--- src/rtl/opcode_pkg.sv ---
// Opcode type, FSM states and immediate field positions,
// shared by the instruction packer and the immediate extender.
package opcode_pkg;

  typedef enum logic [2:0] {
    R_TYPE = 3'd0,
    I_TYPE = 3'd1,
    U_TYPE = 3'd2,
    S_TYPE = 3'd3,
    B_TYPE = 3'd4,
    J_TYPE = 3'd5
  } opc_t;

  typedef enum logic [1:0] {
    S_IDLE  = 2'd0,
    S_RUN   = 2'd1,
    S_DRAIN = 2'd2,
    S_DONE  = 2'd3
  } pack_state_t;

  localparam int I_IMM_HI  = 27;
  localparam int I_IMM_LO  = 15;
  localparam int U_IMM_HI  = 27;
  localparam int U_IMM_LO  = 15;
  localparam int U_IMM2_HI = 9;
  localparam int U_IMM2_LO = 5;

endpackage

--- src/rtl/instr_imm_ins.sv ---
// Combinational immediate inserter: places imm into the
// instruction word so the immediate extender recovers it.
module instr_imm_ins
  import opcode_pkg::*;
(
  input  logic [2:0]  opc,
  input  logic [31:0] fields,
  input  logic [17:0] imm,
  output logic [31:0] word,
  output logic        range_ok
);

  always_comb begin
    word = fields;
    word[31:29] = opc;
    unique case (1'b1)
      (opc == I_TYPE): begin
        word[I_IMM_HI] = imm[17];
        word[I_IMM_HI-1:I_IMM_LO] = imm[11:0];
      end
      (opc == U_TYPE): begin
        word[U_IMM_HI:U_IMM_LO] = imm[17:5];
        word[U_IMM2_HI:U_IMM2_LO] = imm[4:0];
      end
      default: ;
    endcase
  end

  // I-type carries a sign bit plus 12 bits; [16:12] must echo the sign
  assign range_ok = (imm[17:12] == {6{imm[17]}});

endmodule

--- src/rtl/instr_pack.sv ---
// Streaming instruction packer into instruction memory.
// Optional I-type range check: define IMM_RANGE_CHK_EN.
module instr_pack
  import opcode_pkg::*;
#(
  parameter int ADDR_W = 10
) (
  input  logic              clk,
  input  logic              rst_n,
  input  logic              start,
  input  logic [ADDR_W-1:0] start_addr,
  input  logic              in_valid,
  output logic              in_ready,
  input  logic [2:0]        in_opc,
  input  logic [31:0]       in_fields,
  input  logic [17:0]       in_imm,
  input  logic              in_last,
  output logic              imem_we,
  input  logic              imem_ready,
  output logic [ADDR_W-1:0] imem_addr,
  output logic [31:0]       imem_wdata,
  output logic              busy,
  output logic              done,
  output logic [ADDR_W:0]   word_count,
  output logic              err_range
);

  pack_state_t state, state_nx;

  logic              slot_full;
  logic [31:0]       slot_word;
  logic [ADDR_W-1:0] addr;
  logic [ADDR_W:0]   count;
  logic [31:0]       word;
  logic              range_ok;
  logic              accept;
  logic              wr;
  logic              go;

  instr_imm_ins u_ins (
    .opc      (in_opc),
    .fields   (in_fields),
    .imm      (in_imm),
    .word     (word),
    .range_ok (range_ok)
  );

  assign wr       = slot_full && imem_ready;
  assign in_ready = (state == S_RUN) && (!slot_full || imem_ready);
  assign accept   = in_valid && in_ready;
  assign go       = (state == S_IDLE) && start;

  always_ff @(posedge clk or negedge rst_n) begin
    if (!rst_n) state <= S_IDLE;
    else        state <= state_nx;
  end

  always_comb begin
    state_nx = state;
    busy     = 1'b0;
    done     = 1'b0;
    unique case (state)
      S_IDLE:  if (start) state_nx = S_RUN;
      S_RUN: begin
        busy = 1'b1;
        if (accept && in_last) state_nx = S_DRAIN;
      end
      S_DRAIN: if (wr) state_nx = S_DONE;
      S_DONE: begin
        done     = 1'b1;
        state_nx = S_IDLE;
      end
      default: state_nx = S_IDLE;
    endcase
  end

  // A write and a new acceptance in one cycle refill the slot
  always_ff @(posedge clk or negedge rst_n) begin
    if (!rst_n) begin
      slot_full <= 1'b0;
      slot_word <= '0;
      addr      <= '0;
      count     <= '0;
    end else begin
      if (go) begin
        addr  <= start_addr;
        count <= '0;
      end else if (wr) begin
        addr <= addr + ADDR_W'(1);
        if (count != '1) count <= count + (ADDR_W+1)'(1);
      end
      if (accept) begin
        slot_word <= word;
        slot_full <= 1'b1;
      end else if (wr) begin
        slot_full <= 1'b0;
      end
    end
  end

  assign imem_we    = slot_full;
  assign imem_addr  = addr;
  assign imem_wdata = slot_word;
  assign word_count = count;

`ifdef IMM_RANGE_CHK_EN
  logic err_q;

  always_ff @(posedge clk or negedge rst_n) begin
    if (!rst_n)
      err_q <= 1'b0;
    else if (go)
      err_q <= 1'b0;
    else if (accept && in_opc == I_TYPE && !range_ok)
      err_q <= 1'b1;
  end

  assign err_range = err_q;
`else
  logic unused_range_ok;
  assign unused_range_ok = range_ok;
  assign err_range = 1'b0;
`endif

endmodule

--- config.mk ---
export PLATFORM = sky130hd
export DESIGN_NAME = instr_pack
export DESIGN_NICKNAME = d
export VERILOG_FILES = /design/src/rtl/opcode_pkg.sv /design/src/rtl/instr_imm_ins.sv /design/src/rtl/instr_pack.sv
export SDC_FILE = /design/constraint.sdc
export NUM_CORES = 1
export LEC_CHECK = 0
export ABC_AREA = 0
export CAP_MARGIN = 5
export CORE_ASPECT_RATIO = 1.2
export CORE_UTILIZATION = 47
export CTS_CLUSTER_SIZE = 24
export DETAILED_ROUTE_END_ITERATION = 7
export GPL_ROUTABILITY_DRIVEN = 1
export PLACE_DENSITY = 0.94
export SYNTH_ARGS = -nofsm -noshare
export SYNTH_HDL_FRONTEND = slang
export SYNTH_SLANG_ARGS = --single-unit
--- constraint.sdc ---
create_clock -name clk -period 4 [get_ports clk]
set_input_delay 0.8 -clock clk [delete_from_list [all_inputs] [get_ports clk]]
set_output_delay 0.8 -clock clk [all_outputs]
set_load 0.05 [all_outputs]
==> impl_metrics.csv, run 1 <==
group,metric,value,unit
drt,vias_per_cell,5.58,
worst_setup_path,reg2reg_to,"imem_wdata[23]",
place,dpl.hpwl,6.31,mm
synthesis,synthCells,329,
global_route,grt_start_max_net_pins,33,
clock_tree,post_cts_buffers,0,
worst_hold_path,hp-class,"reg2reg",
sta,min_period,3270,ps
synthesis,synthAdderAreaFrac,2.80,%
clock_tree,cts.path.max_buffers,2,
clock_tree,ctsResizeCount,0,
synthesis,synth_xor_area_share,3.36,%
clock_tree,cts_tree,"built",
clock_tree,hold_buffers,0,
drt,vias,2947,
power_and_ir_drop,p_per_area,722,nW/um^2
floorplan,pin_count,127,
cells_and_area,finalInstanceArea,4490,sq um
floorplan,die_w,76.5,microns
sta,setup_viol,0,
place,port_buffers,122,
place,dp_worst_setup_slack,727,ps
synthesis,synth_edf_count,0,
synthesis,synthTopCellsByCount,"dfrtp_1, nand2_1, nor2_1",
global_route,grt_first_pass_wirelength,13.8,mm
synthesis,syn-num-nets,405,
sta,fin_hold_ws,484,ps
cells_and_area,finish.utilization,69.6,%
synthesis,synth_top_cell_by_area,"dfrtp_1",
sta,worst_slew_pin_slew,923,ps
synthesis,ys_ff_latch,56,
cells_and_area,multi_input_area,1600,sq um
job,drv_cap,0,
synthesis,async_flop_share,100,%
drt,drt-initial-drc-count,115,
worst_setup_path,critPathLaunch,"imem_ready",
sta,max_freq,306,MHz
power_and_ir_drop,p_leak,1.82,nW
synthesis,synth.most_common_cell,"dfrtp_1",
worst_setup_path,critPathCapture,"in_ready",
global_route,antenna_found_initial,0,
place,placed_cells,520,
sta,setup_ws,730,ps
synthesis,synthesis.area,3130,sq um
clock_tree,clock-sinks,56,
cells_and_area,seq_area,1400,sq um
worst_hold_path,worstHoldStart,"imem_wdata[18]",
worst_setup_path,reg2regPathDepth,5,
clock_tree,numCtsBuffers,5,
drt,wire_per_inst,15.5,microns
synthesis,yosys.area.top_type_share,44.8,%
sta,drv_slew,0,
sta,post-route-period-util,81.8,%
drt,first_pass_iters,4,
synthesis,postSynthAreaPerCell,9.52,sq um
floorplan,initial_core_util,48.6,%
cells_and_area,final_cells,528,
synthesis,synth_top_family_by_area,"compound AO/OA/AOI/OAI gates",
power_and_ir_drop,power,3.24,mW
drt,wl,8.19,mm
synthesis,muxShareOfSynthArea,7.27,%
synthesis,ys_warn_count,0,
synthesis,seq_area_frac_synth,44.8,%
sta,slew_headroom,38.4,%
sta,rsz0062_at_grt,"false",
synthesis,yosys_most_used_dff,"dfrtp_1",
clock_tree,htree_levels,2,
cells_and_area,antenna_cells,0,
floorplan,die_area,6990,sq um
global_route,grt_overflow,0,
cells_and_area,drive_gt1_share,5.64,%
sta,fin_tns_setup,0,ps
floorplan,core_region_area,6450,sq um
place,placed_cell_area,4390,sq um
worst_setup_path,critPathArrivalTime,2470,ps
synthesis,synth_compound_area_share,18.9,%
worst_setup_path,reg2reg_from,"state[1]",
sta,finalHoldViolCount,0,
worst_setup_path,startpoint_type,"primary input",
worst_setup_path,rrSetupSlack,1840,ps
clock_tree,cts_root_buf,"clkbuf_8",
synthesis,synth_area_leaders,"dfrtp_1, mux2_1, nand2_1",
cells_and_area,fillers,489,
synthesis,yosysUniqueCellTypes,45,
worst_setup_path,worstPathRequired,3200,ps
place,globalplace.congestion,0.845,
worst_setup_path,crit_type,"in2out",
sta,clock_skew,5.71,ps
global_route,grt_use_total,24.9,%
clock_tree,insertion_delay,300,ps
drt,drc,0,
floorplan,die_h,91.4,microns
cells_and_area,area_growth,43.3,%
cells_and_area,fin_nets,518,
drt,drtAntennaViolNets,0,
status,status,"completed",
floorplan,placementRows,32,
worst_setup_path,endpoint_kind,"output port",
power_and_ir_drop,irDropWorstVdd,0.670,mV
clock_tree,clk_pin_slew_worst_paths,100,ps
synthesis,synth_simple_gate_area_share,18.5,%
global_route,grt_pass1_vias,3053,
worst_setup_path,worstPathMaxFanout,5,
[per-layer routing]
metal	up-vias	routed length (microns)	share of wire, %	GRT usage, %
met1	1404	3150	38	26.1
met3	16	497	6.1	6.23
met4	0	199	2.4	10.6
li1	1398	-	-	-
met5	-	0	0	0
met2	129	4340	53	46.5
[cell usage in the layout, fill, tap and decap left out, types with 7 or more instances in the layout]
cell type	netlist	routed
a211oi_1	8	8
a21oi_1	11	11
clkdlybuf4s50_1	0	121
dfrtp_1	56	56
ha_1	7	7
mux2_1	14	14
mux2i_1	7	7
nand2_1	42	42
nand2b_1	8	8
nand4_1	8	8
nor2_1	35	35
o21a_1	7	7
o21ai_1	19	19
o22ai_1	7	7
o31ai_1	10	10
xor2_1	9	9
[logic make-up after synthesis]
kind of cell / count (synthesis)
AO/OA/AOI/OAI: 85
XOR/XNOR: 12
adder cells (fa/ha/maj): 7
buffers and inverters: 29
flip-flops: 56
multiplexers: 21
other: 1
AND/OR/NAND/NOR: 118
[critical path: stages]
cell	delay, ps
clkdlybuf4s50_1	540
nand2b_2	190
and2_1	140
clkdlybuf4s50_1	800
[sequential cells by signal, summed over array words and instances, names as in the netlist]
signal      count
imem_addr      10
state           2
imem_we         1
imem_wdata     32
word_count     11
[worst min-delay path by stage]
stage	end	slack [ps]	cells past startpoint
after detailed placement	imem_wdata[18]	470	2
final	imem_wdata[18]	480	2
after global placement	imem_wdata[18]	460	2
after global routing	imem_wdata[18]	510	2
after CTS	imem_wdata[18]	490	2
after floorplan	imem_addr[0]	500	0
[power by group]
part           switching, mW  internal [mW]
Combinational           1.26          0.675
Clock                  0.180          0.141
Sequential             0.188          0.798
Total                   1.62           1.61
[area by class of cell]
cell class                 instances  area share, %
multi-input combinational        244           35.6
sequential                        56           31.2
timing repair buffer             128           28.1
tap                               85           2.37
clock buffer                       7           1.92
inverter                           7          0.586
clock inverter                     1          0.167
(Power assumes the default switching activity.)
==> inputs of run 2 (changes only) <==
--- a/config.mk
+++ b/config.mk
@@ -8,11 +8,11 @@
 export ABC_AREA = 0
 export CAP_MARGIN = 5
 export CORE_ASPECT_RATIO = 1.2
-export CORE_UTILIZATION = 47
+export CORE_UTILIZATION = 44
 export CTS_CLUSTER_SIZE = 24
 export DETAILED_ROUTE_END_ITERATION = 7
 export GPL_ROUTABILITY_DRIVEN = 1
-export PLACE_DENSITY = 0.94
+export PLACE_DENSITY = 0.89
 export SYNTH_ARGS = -nofsm -noshare
 export SYNTH_HDL_FRONTEND = slang
 export SYNTH_SLANG_ARGS = --single-unit
==> constraint.sdc (replaced) <==
create_clock -name clk -period 3.1 [get_ports clk]
set_input_delay 0.62 -clock clk [delete_from_list [all_inputs] [get_ports clk]]
set_output_delay 0.62 -clock clk [all_outputs]
set_load 0.05 [all_outputs]
==> run 2 against run 1 <==
Against the previous run:
- critical path depth fell by 1
- utilization is 3.4 points lower
- routed wire length shrank 3.1%
- power grew 31%
- final area rose by 1.2%
- largest power group unchanged
- combinational power rose by 30%
- global-route usage decreased by 2.8 points
- die area increased by 6.7%
==> impl_metrics.csv, run 2 (synthesis gave the netlist of run 1 again) <==
group,metric,value,unit
sta,setup_viol,0,
floorplan,die_w,79,microns
clock_tree,cts_root_buf,"clkbuf_8",
floorplan,initial_core_util,45.7,%
cells_and_area,fin_nets,521,
power_and_ir_drop,p_leak,1.85,nW
floorplan,die_area,7460,sq um
global_route,grt_overflow,0,
drt,wire_per_inst,14.9,microns
place,port_buffers,122,
sta,rsz0062_at_grt,"false",
clock_tree,insertion_delay,310,ps
cells_and_area,largest_reg_flops,32,
floorplan,pin_count,127,
sta,max_freq,399,MHz
cells_and_area,drive_gt1_share,6.50,%
drt,first_pass_iters,4,
place,placed_cells,525,
sta,worst_slew_pin_slew,638,ps
power_and_ir_drop,p_per_area,938,nW/um^2
clock_tree,cts.path.max_buffers,2,
cells_and_area,area_growth,45.0,%
drt,vias,2926,
sta,fin_tns_setup,0,ps
sta,clock_skew,11.9,ps
drt,drt-initial-drc-count,60,
status,status,"completed",
clock_tree,numCtsBuffers,5,
worst_setup_path,critPathArrivalTime,1880,ps
drt,wl,7.93,mm
cells_and_area,antenna_cells,0,
clock_tree,post_cts_buffers,0,
floorplan,core_region_area,6850,sq um
clock_tree,clock-sinks,56,
global_route,grt_use_total,22.1,%
place,globalplace.congestion,0.830,
clock_tree,hold_buffers,0,
floorplan,die_h,94.4,microns
sta,drv_slew,0,
global_route,grt_pass1_vias,2969,
worst_setup_path,worstPathRequired,2480,ps
sta,slew_headroom,57.5,%
worst_setup_path,cp_slowest_cell,"clkdlybuf4s50_1",
worst_hold_path,hp-class,"in2async",
worst_setup_path,endpoint_kind,"output port",
sta,finalHoldViolCount,0,
floorplan,placementRows,33,
worst_setup_path,worstPathMaxFanout,4,
drt,drtAntennaViolNets,0,
drt,drc,0,
clock_tree,clk_pin_slew_worst_paths,100,ps
place,dpl.hpwl,6.14,mm
worst_setup_path,crit_type,"reg2out",
sta,fin_hold_ws,229,ps
job,drv_cap,0,
cells_and_area,final_cells,533,
global_route,grt_first_pass_wirelength,13.0,mm
cells_and_area,final_common_cell,"clkdlybuf4s50_1",
sta,min_period,2500,ps
sta,post-route-period-util,80.8,%
worst_setup_path,startpoint_type,"flop",
global_route,grt_start_max_net_pins,48,
drt,vias_per_cell,5.49,
clock_tree,htree_levels,2,
worst_setup_path,crit_path_cell_trace,"inv_1, ha_1, clkdlybuf4s50_1",
global_route,antenna_found_initial,0,
power_and_ir_drop,irDropWorstVdd,0.652,mV
worst_setup_path,cpPeakStageDelay,820,ps
clock_tree,ctsResizeCount,0,
cells_and_area,fillers,554,
cells_and_area,layout_common_cells,"clkdlybuf4s50_1, dfrtp_1, nand2_1",
cells_and_area,finish.utilization,66.2,%
clock_tree,cts_tree,"built",
-- run 2: path summary, 6_finish.rpt --
check                            endpoint  cells past startpoint           start  slack [ps]
max                                  busy                      3        state[1]         600
min                        imem_wdata[20]                      1           rst_n         230
max reg2reg                imem_wdata[28]                      5        state[1]        1270
min reg2reg                imem_wdata[23]                      2  imem_wdata[23]         490
max in group asynchronous  imem_wdata[30]                      2           rst_n        2220
min in group clk           imem_wdata[23]                      2  imem_wdata[23]         490
-- run 2: where the power goes --
group	internal, mW	total (mW)	switching, mW
registers	1.03	1.27	0.237
logic	0.881	2.50	1.62
clock network	0.245	0.484	0.239
-- run 2: area by class of cell --
class                           instances  area, sq um  area share, %
Inverter                                7         26.3          0.579
Clock buffer                            6         72.6           1.60
Tap cell                               87          109           2.40
Multi-Input combinational cell        244         1600           35.2
Timing Repair Buffer                  131         1290           28.5
Clock inverter                          2         38.8          0.855
Sequential cell                        56         1400           30.9
-- run 2: per-stage QoR --
| stage | power [mW] | setup slack, ps | cell area [sq um] |
|---|---|---|---|
| after floorplan | 2.89 | 976 | 3130 |
| after global placement | 3.72 | 731 | 4430 |
| after detailed placement | 3.80 | 673 | 4430 |
| after CTS | 4.29 | 579 | 4540 |
| after global routing | 4.47 | 485 | 4540 |
| final | 4.25 | 596 | 4540 |
-- run 2: layer usage --
metal | wire [microns] | part of all wire [%] | global-route usage [%]
met1 | 3230 | 41 | 24.6
met2 | 3960 | 50 | 40.4
met3 | 525 | 6.6 | 4.54
met4 | 225 | 2.8 | 9.70
met5 | 0 | 0 | 0
-- run 2: critical path: cells and delay by family, from the launching register on --
kind                     cells  cell delay (ps)
flip-flops                   1              420
buffers and inverters        2              930
adder cells (fa/ha/maj)      1              230
==> inputs of run 3 (changes only) <==
==> constraint.sdc (replaced) <==
create_clock -name clk -period 2.5 [get_ports clk]
set_input_delay 0.5 -clock clk [delete_from_list [all_inputs] [get_ports clk]]
set_output_delay 0.5 -clock clk [all_outputs]
set_load 0.05 [all_outputs]
==> run 3 against run 2 <==
Against the previous run:
- first-iteration DRC count is 110% higher
- non-clock buffer count is 3 lower
- power is 22% higher
- routed wire length is 0.52% higher
- clock-buffer cell count is 1 lower
- via count is 1.0% lower
- critical endpoint is now done
- critical path type unchanged
- critical path depth is 1 lower
==> impl_metrics.csv, run 3 (synthesis gave the netlist of run 1 again) <==
group,metric,value,unit
drt,drtAntennaViolNets,0,
sta,min_period,2190,ps
power_and_ir_drop,p_leak,1.85,nW
floorplan,die_w,79,microns
clock_tree,numCtsBuffers,5,
worst_setup_path,cpLargestDelayFamily,"buffers and inverters",
sta,slew_headroom,63.0,%
worst_setup_path,startpoint_type,"flop",
sta,finalHoldViolCount,0,
sta,max_freq,456,MHz
cells_and_area,multi_input_area,1600,sq um
clock_tree,insertion_delay,310,ps
cells_and_area,finish.utilization,66.2,%
place,dp_worst_setup_slack,297,ps
cells_and_area,seq_area,1400,sq um
floorplan,placementRows,33,
global_route,grt_use_total,22.4,%
drt,vias_per_cell,5.46,
sta,setup_ws,305,ps
power_and_ir_drop,p_per_area,1150,nW/um^2
worst_setup_path,cpPeakStageDelay,810,ps
sta,rsz0062_at_grt,"false",
clock_tree,htree_levels,2,
place,port_buffers,122,
global_route,grt_start_max_net_pins,57,
clock_tree,cts_root_buf,"clkbuf_8",
cells_and_area,fillers,565,
clock_tree,cts.path.max_buffers,2,
worst_setup_path,crit_path_cell_trace,"ha_1, clkdlybuf4s50_1",
floorplan,die_h,94.4,microns
sta,drv_slew,0,
sta,fin_hold_ws,182,ps
global_route,use_met2,42.5,%
drt,wire_per_inst,15.0,microns
global_route,antenna_found_initial,0,
drt,drc,0,
worst_setup_path,cp_slowest_cell,"clkdlybuf4s50_1",
global_route,grt_first_pass_wirelength,13.1,mm
power_and_ir_drop,power,5.20,mW
place,dpl.hpwl,5.97,mm
cells_and_area,largest_reg_flops,32,
sta,post-route-period-util,87.8,%
global_route,met1_usage,24.9,%
cells_and_area,drive_gt1_share,6.09,%
power_and_ir_drop,irDropWorstVdd,1.00,mV
cells_and_area,antenna_cells,0,
worst_setup_path,rrSetupSlack,790,ps
worst_setup_path,reg2regPathDepth,6,
drt,drt-initial-drc-count,127,
worst_setup_path,worstPathRequired,2000,ps
sta,clock_skew,11.6,ps
worst_setup_path,crit_cells,2,
cells_and_area,area_growth,44.9,%
worst_setup_path,worstPathMaxFanout,4,
worst_setup_path,reg2reg_from,"state[1]",
global_route,met3_usage,5.12,%
clock_tree,ctsResizeCount,0,
worst_setup_path,crit_type,"reg2out",
clock_tree,cts_tree,"built",
worst_setup_path,critPathArrivalTime,1690,ps
drt,wl,7.97,mm
job,drv_cap,0,
cells_and_area,final_common_cell,"clkdlybuf4s50_1",
drt,first_pass_iters,5,
sta,fin_tns_setup,0,ps
global_route,grt_overflow,0,
cells_and_area,fin_nets,518,
drt,vias,2896,
floorplan,pin_count,127,
global_route,busiest_layer,"met2",
worst_setup_path,reg2reg_to,"state[1]",
floorplan,core_region_area,6850,sq um
floorplan,die_area,7460,sq um
clock_tree,clock-sinks,56,
worst_setup_path,endpoint_kind,"output port",
clock_tree,clk_pin_slew_worst_paths,110,ps
place,globalplace.congestion,0.790,
global_route,grt_pass1_vias,2825,
clock_tree,post_cts_buffers,0,
status,status,"completed",
cells_and_area,layout_common_cells,"clkdlybuf4s50_1, dfrtp_1, nand2_1",
sta,setup_viol,0,
floorplan,initial_core_util,45.7,%
clock_tree,hold_buffers,0,
sta,worst_slew_pin_slew,554,ps
worst_setup_path,cp_num_buf_inv,1,
worst_hold_path,hp-class,"in2async",
[run 3: cell count changes in the layout (fill, tap and decap cells not counted), sizes merged]
cell and change:
buf -3, bufinv -1, clkbuf -1, clkdlybuf4s50 -1, clkinv +2, dlymetal6s2s +1
[run 3: per-stage QoR]
stage,std cells,instance area [sq um]
final,530,4540
after global routing,530,4540
after CTS,530,4530
after detailed placement,522,4440
after global placement,522,4440
after floorplan,329,3130
[run 3: metal layers]
layer | wire length, microns | up-vias | part of all wire [%]
li1 | - | 1395 | -
met1 | 3190 | 1355 | 40
met2 | 4070 | 136 | 51
met3 | 598 | 10 | 7.5
met4 | 108 | 0 | 1.4
met5 | 0 | - | 0
[run 3: final cells by class]
cell class,count,share of cell area (%)
well taps,87,2.40
clock buffers,5,1.52
flip-flops and latches,56,30.9
inverters,7,0.579
repair buffers,128,28.9
clock inverters,3,0.497
multi-input cells,244,35.2
[run 3: power by group]
part           switching [mW]  internal (mW)
clock network           0.303          0.202
logic                    2.01           1.11
registers               0.298           1.28
total                    2.61           2.59
[run 3: how the worst max path moves through the flow]
stage / end / slack (ps) / from
global route: done / 240 / state[0]
CTS: busy / 7 / state[1]
finish: done / 310 / state[0]
global placement: state[1] / 370 / imem_ready
floorplan: in_ready / 500 / state[1]
detailed placement: state[1] / 300 / imem_ready
[run 3: worst register-to-register path: cells and delay by family (launching register included)]
kind,cells,cell delay [ps]
buffers and inverters,2,170
adder cells (fa/ha/maj),1,260
flip-flops,1,400
multiplexers,1,360
AO/OA/AOI/OAI,2,430
